$ cat src/rtl/branch_target_predictor.sv
// branch_target_predictor: direct-mapped BTB with 2-bit counters, ID-stage verify and train.
// Define BTB_STATS_EN to add saturating lookupCnt/mispredCnt outputs.
module branch_target_predictor #(
    parameter int ENTRIES = 16,
    parameter int PC_W    = 32
) (
    input  logic            clk,
    input  logic            rst,
    input  logic [PC_W-1:0] pcF,
    input  logic            stallD,
    input  logic            flushD,
    output logic            predTakenF,
    output logic [PC_W-1:0] predTargetF,
    input  logic            isBranchD,
    input  logic            resTakenD,
    input  logic [PC_W-1:0] resTargetD,
    output logic            mispredictD,
    output logic [PC_W-1:0] redirectPCD
`ifdef BTB_STATS_EN
    ,
    output logic [31:0]     lookupCnt,
    output logic [31:0]     mispredCnt
`endif
);
    localparam int IDX_W = $clog2(ENTRIES);
    localparam int TAG_W = PC_W - IDX_W - 2;
    logic             valid_q [ENTRIES];
    logic [TAG_W-1:0] tag_q   [ENTRIES];
    logic [PC_W-1:0]  tgt_q   [ENTRIES];
    logic [1:0]       ctr_q   [ENTRIES];
    logic             id_valid;
    logic [PC_W-1:0]  id_pc;
    logic             id_taken;
    logic [PC_W-1:0]  id_target;
    logic [IDX_W-1:0] f_idx;
    logic [IDX_W-1:0] d_idx;
    logic             f_hit;
    logic             d_hit;
    logic             eval;
    logic             br_mis;
    logic [1:0]       d_ctr;
    logic             unused_bits;
    assign unused_bits = &{1'b0, pcF[1:0], id_pc[1:0]};
    always_comb begin
        f_idx       = pcF[IDX_W+1:2];
        d_idx       = id_pc[IDX_W+1:2];
        f_hit       = valid_q[f_idx] && tag_q[f_idx] == pcF[PC_W-1:IDX_W+2];
        d_hit       = valid_q[d_idx] && tag_q[d_idx] == id_pc[PC_W-1:IDX_W+2];
        d_ctr       = ctr_q[d_idx];
        predTakenF  = f_hit && ctr_q[f_idx][1];
        predTargetF = f_hit ? tgt_q[f_idx] : pcF + PC_W'(4);
        eval        = id_valid && !stallD;
        br_mis      = id_taken != resTakenD || (id_taken && resTakenD && id_target != resTargetD);
        // a predicted-taken non-branch is an alias and always redirects to the fall-through
        mispredictD = eval && (isBranchD ? br_mis : id_taken);
        redirectPCD = isBranchD && resTakenD ? resTargetD : id_pc + PC_W'(4);
    end
    always_ff @(posedge clk) begin
        if (rst) begin
            for (int i = 0; i < ENTRIES; i++) begin
                valid_q[i] <= 1'b0;
                tag_q[i]   <= '0;
                tgt_q[i]   <= '0;
                ctr_q[i]   <= 2'b01;
            end
            id_valid  <= 1'b0;
            id_pc     <= '0;
            id_taken  <= 1'b0;
            id_target <= '0;
        end else begin
            if (!stallD) begin
                id_valid  <= !flushD;
                id_pc     <= pcF;
                id_taken  <= predTakenF;
                id_target <= predTargetF;
            end
            if (eval && isBranchD) begin
                if (d_hit) begin
                    ctr_q[d_idx] <= resTakenD ? (d_ctr == 2'b11 ? 2'b11 : d_ctr + 2'd1)
                                              : (d_ctr == 2'b00 ? 2'b00 : d_ctr - 2'd1);
                    if (resTakenD) tgt_q[d_idx] <= resTargetD;
                end else begin
                    valid_q[d_idx] <= 1'b1;
                    tag_q[d_idx]   <= id_pc[PC_W-1:IDX_W+2];
                    tgt_q[d_idx]   <= resTargetD;
                    ctr_q[d_idx]   <= resTakenD ? 2'b10 : 2'b01;
                end
            end else if (eval && id_taken) begin
                valid_q[d_idx] <= 1'b0;
            end
        end
    end
`ifdef BTB_STATS_EN
    always_ff @(posedge clk) begin
        if (rst) begin
            lookupCnt  <= '0;
            mispredCnt <= '0;
        end else begin
            if (!stallD && !flushD && lookupCnt != '1) lookupCnt <= lookupCnt + 32'd1;
            if (mispredictD && mispredCnt != '1) mispredCnt <= mispredCnt + 32'd1;
        end
    end
`endif
endmodule

$ cat config.mk
export PLATFORM = sky130hd
export DESIGN_NAME = branch_target_predictor
export DESIGN_NICKNAME = d
export VERILOG_FILES = /design/src/rtl/branch_target_predictor.sv
export SDC_FILE = /design/constraint.sdc
export NUM_CORES = 2
export LEC_CHECK = 0
export CELL_PAD_IN_SITES_DETAIL_PLACEMENT = 1
export CELL_PAD_IN_SITES_GLOBAL_PLACEMENT = 1
export CORE_ASPECT_RATIO = 0.9
export CORE_UTILIZATION = 39
export DETAILED_ROUTE_END_ITERATION = 8
export HOLD_SLACK_MARGIN = 0.08
export PLACE_DENSITY = 0.6
export SYNTH_ARGS = -nofsm -noshare
export SYNTH_HDL_FRONTEND = slang
export SYNTH_SLANG_ARGS = --single-unit
$ cat constraint.sdc
create_clock -name clk -period 6.4 [get_ports clk]
set_input_delay 0.96 -clock clk [delete_from_list [all_inputs] [get_ports clk]]
set_output_delay 0.96 -clock clk [all_outputs]
set_load 0.02 [all_outputs]
==> qor_table.md <==
| Item | Reported |
|---|---|
| Run status | completed |
| Post-detailed-placement half-perimeter wirelength | 133,100 um |
| Reported max-cap violation count | 0 |
| Area after detailed placement | 0.05795 sq mm |
| Initial Util | 39.41% |
| Global placer's final weighted congestion | 0.9106 |
| Xor/xnor share of the synthesized area | 2.324% |
| # clock sinks | 1,046 |
| Average wire per cell in the routed design | 35.02 um |
| Type of the tightest min-delay check | reg2reg |
| Ranking of synthesized cells by area | edfxtp_1, mux4_2, and2_1, mux2i_1, dfxtp_1 |
| Area of the die | 0.1387 sq mm |
| Upper clock frequency limit | 0.1581 GHz |
| Vias | 35,089 |
| Number of DRC markers after the initial detailed-route iteration | 4,768 |
| Longest Clk Path Bufs | 3 |
| Number of instances in the synthesized netlist | 3,778 |
| I/O pins | 136 |
| Type of element capturing the critical path | output pin |
| Setup TNS | 0 ps |
| Core occupancy in the finished layout | 45.40% |
| Leading cell types in the layout, fill and taps excluded | edfxtp_1, and2_1, mux4_2, buf_4, mux2i_1 |
| Start-to-end type of the worst setup path | in2out |
| Clock buffers created by TritonCTS | 116 |
| Worst-case register-to-register setup slack | 880 ps |
| Time the final worst path needs with I/O delays and setup | 6326 ps |
| Remaining DRCs | 0 |
| Number of vias per cell after detailed routing | 6.031 |
| Port-buffer cells | 135 |
| Post-CTS Hold Fix Bufs | 0 |
| Post-synthesis mux area share | 19.11% |
| Horizontal die dimension | 392.5 um |
| Flip-flop and latch count after synthesis | 1,046 |
| Slew Viols, Final | 0 |
| Power density over the cells | 266.0 mW/mm^2 |
| Synth async-reset ratio | 0% |
| Share of post-route cells with drive strength above 1 | 21.78% |
| Setup Viol. Count Final | 0 |
| Final worst-path cycle share | 98.85% |
| Placement-stage worst setup slack | 268.7 ps |
| Most used DFF post-synth | edfxtp_1 |
| Total global-route track usage | 29.39% |
| Critical path fanouts, max | 22 |
| Final cell area excluding filler cells | 0.06166 sq mm |
| Crit path required time | 5440 ps |
| Count of nets left with antenna violations after detail routing | 0 |
| Total power of the final layout | 16.40 mW |
| Final wirelength | 203,800 um |
| Post-synth EDFFs | 976 |
| Setup clock skew after layout | 33.78 ps |
| Standard-cell row count | 128 |
| Number of antenna violations at the first check in global routing | 23 |
| Number of distinct standard cells referenced by the synthesized netlist | 71 |
| Cell Count Post-Placement | 5,602 |
| Maximum vdd drop | 0.0002269 V |
| Most common cell after layout, fill and taps aside | edfxtp_1 |
| NumNets Final | 3,976 |
| Post-cts sizing count | 0 |
| Root Driver | clkbuf_16 |
| Adder-Cell Fraction of Synth Area | 0.1403% |
| Pre-Repair DR Iteration Count | 6 |
| Height of the die | 353.4 um |
| Portion of the post-synthesis area used by sequential elements | 57.38% |
| Pin slew with the least headroom to its limit | 1038 ps |
| First-pass GRT wire length | 283,600 um |
| Hold violation count in the final report | 0 |
| Yosys Warn Count | 0 |
| Placeable Area | 0.1358 sq mm |
| Basic-gate share of the synthesized area counting and, or, nand and nor cells | 15.48% |
| Vias in the first global route | 35,110 |
| Area of the mapped netlist | 0.05352 sq mm |
| Worst-case headroom to the max-slew limit | 30.77% |
| Top-area cell type share of the netlist area | 54.76% |
| Critical Path Start Type | input pin |
| Clk Latency, worst-skew pair | 750 ps |
| Number of cells in the finished layout apart from fillers | 5,818 |
| Gr ovfl total | 0 |
| Critical path arrival | 5370 ps |
| Clock slew at reported path FFs | 60 ps |
| Post-CTS setup repair buffer count | 0 |
| Area Overhead vs Synth | 15.22% |
| Unrepaired setup endpoints after global routing | false |
| Post-synthesis cell type with the largest combined area | edfxtp_1 |
| Syn Nets | 3,854 |
| Post-route worst setup slack | 73.58 ps |
| Maximum number of pins on one net before global-route repair | 134 |
| TritonCTS clock tree | yes |
| Worst hold margin | 471.0 ps |
| Lkg Pwr | 22.15 nW |
| Largest family of logic cells by synthesized area | multiplexers |
| Synthesized-area fraction occupied by ao, oa, aoi and oai cells | 2.672% |
| Average cell area after synthesis | 14.17 sq um |
| Level count of the clock H-tree | 3 |
[power by group]
part	internal [mW]	leakage (nW)	switching [mW]	total (mW)
clock	3.79	1.80	2.93	6.72
sequential	7.69	10.6	0.157	7.85
combinational	0.710	9.79	1.12	1.83
total	12.2	22.1	4.21	16.4
[layer usage]
layer  part of all wire, %  up-vias  global-route usage, %
met5                 0.043        -                      0
li1                      -    14239                      -
met3                   9.6      249                  5.870
met2                    44     1778                  43.77
met4                   2.1       12                  6.336
met1                    44    18811                  44.26
[synth_stat cells, drive strengths merged (2+ instances only)]
cell type,number
a2111oi,2
a211oi,6
a21o,5
a21oi,44
a221oi,19
a222oi,2
a22o,5
a22oi,20
a2bb2o,2
a2bb2oi,3
a311o,12
a31oi,9
and2,921
and3,17
and4,4
buf,85
clkbuf,264
dfxtp,70
edfxtp,976
ha,6
inv,26
mux2,40
mux2i,167
mux4,360
nand2,131
nand2b,48
nand3,54
nand4,21
nor2,133
nor2b,17
nor3,19
nor4,11
nor4b,3
o2111ai,3
o211ai,4
o21ai,46
o221ai,3
o22ai,10
o32a,2
or2,41
or3,5
or4,3
xnor2,75
xor2,67
[final timing paths]
check | endpoint | from | depth (start not counted)
setup reg to reg | tgt_q[2][26] | flop | 14
setup / recovery | predTargetF[3] | pcF[2] | 12
hold reg to reg | id_target[31] | id_target[31] | 2
hold / removal | id_target[31] | id_target[31] | 2
[cell families (layout without fill, tap and decap cells)]
logic type | Yosys count | count (layout)
other | 0 | 4
AO/OA/AOI/OAI | 208 | 208
multiplexers | 567 | 567
XOR/XNOR | 142 | 142
flip-flops | 1046 | 1046
adder cells (fa/ha/maj) | 6 | 6
AND/OR/NAND/NOR | 1433 | 1433
buffers and inverters | 376 | 592
[layout make-up]
type	instances	area (sq um)
fillers	13445	74150
flip-flops and latches	1046	30720
multi-input cells	2356	21460
repair buffers	353	3383
clock buffers	151	3128
well taps	1820	2277
clock inverters	61	574.3
inverters	27	103.9
diodes	4	10.01
[state kept, by name, summed over array words and instances, names as in the netlist, named ones only]
signal and count:
tag_q 416, id_taken 1, id_pc 32, id_valid 1
tgt_q 512, valid_q 16, ctr_q 32, id_target 32
[critical path, stage by stage]
cell and delay, ps:
buf_8 280, buf_12 260, mux4_2 520, mux2i_1 260, xnor2_1 90, o21ai_0 600
nand3_1 410, nor3_1 310, nand4_1 390, buf_4 340, mux2_2 250, clkdlybuf4s50_1 620
Power figures use the tool's default switching activity.
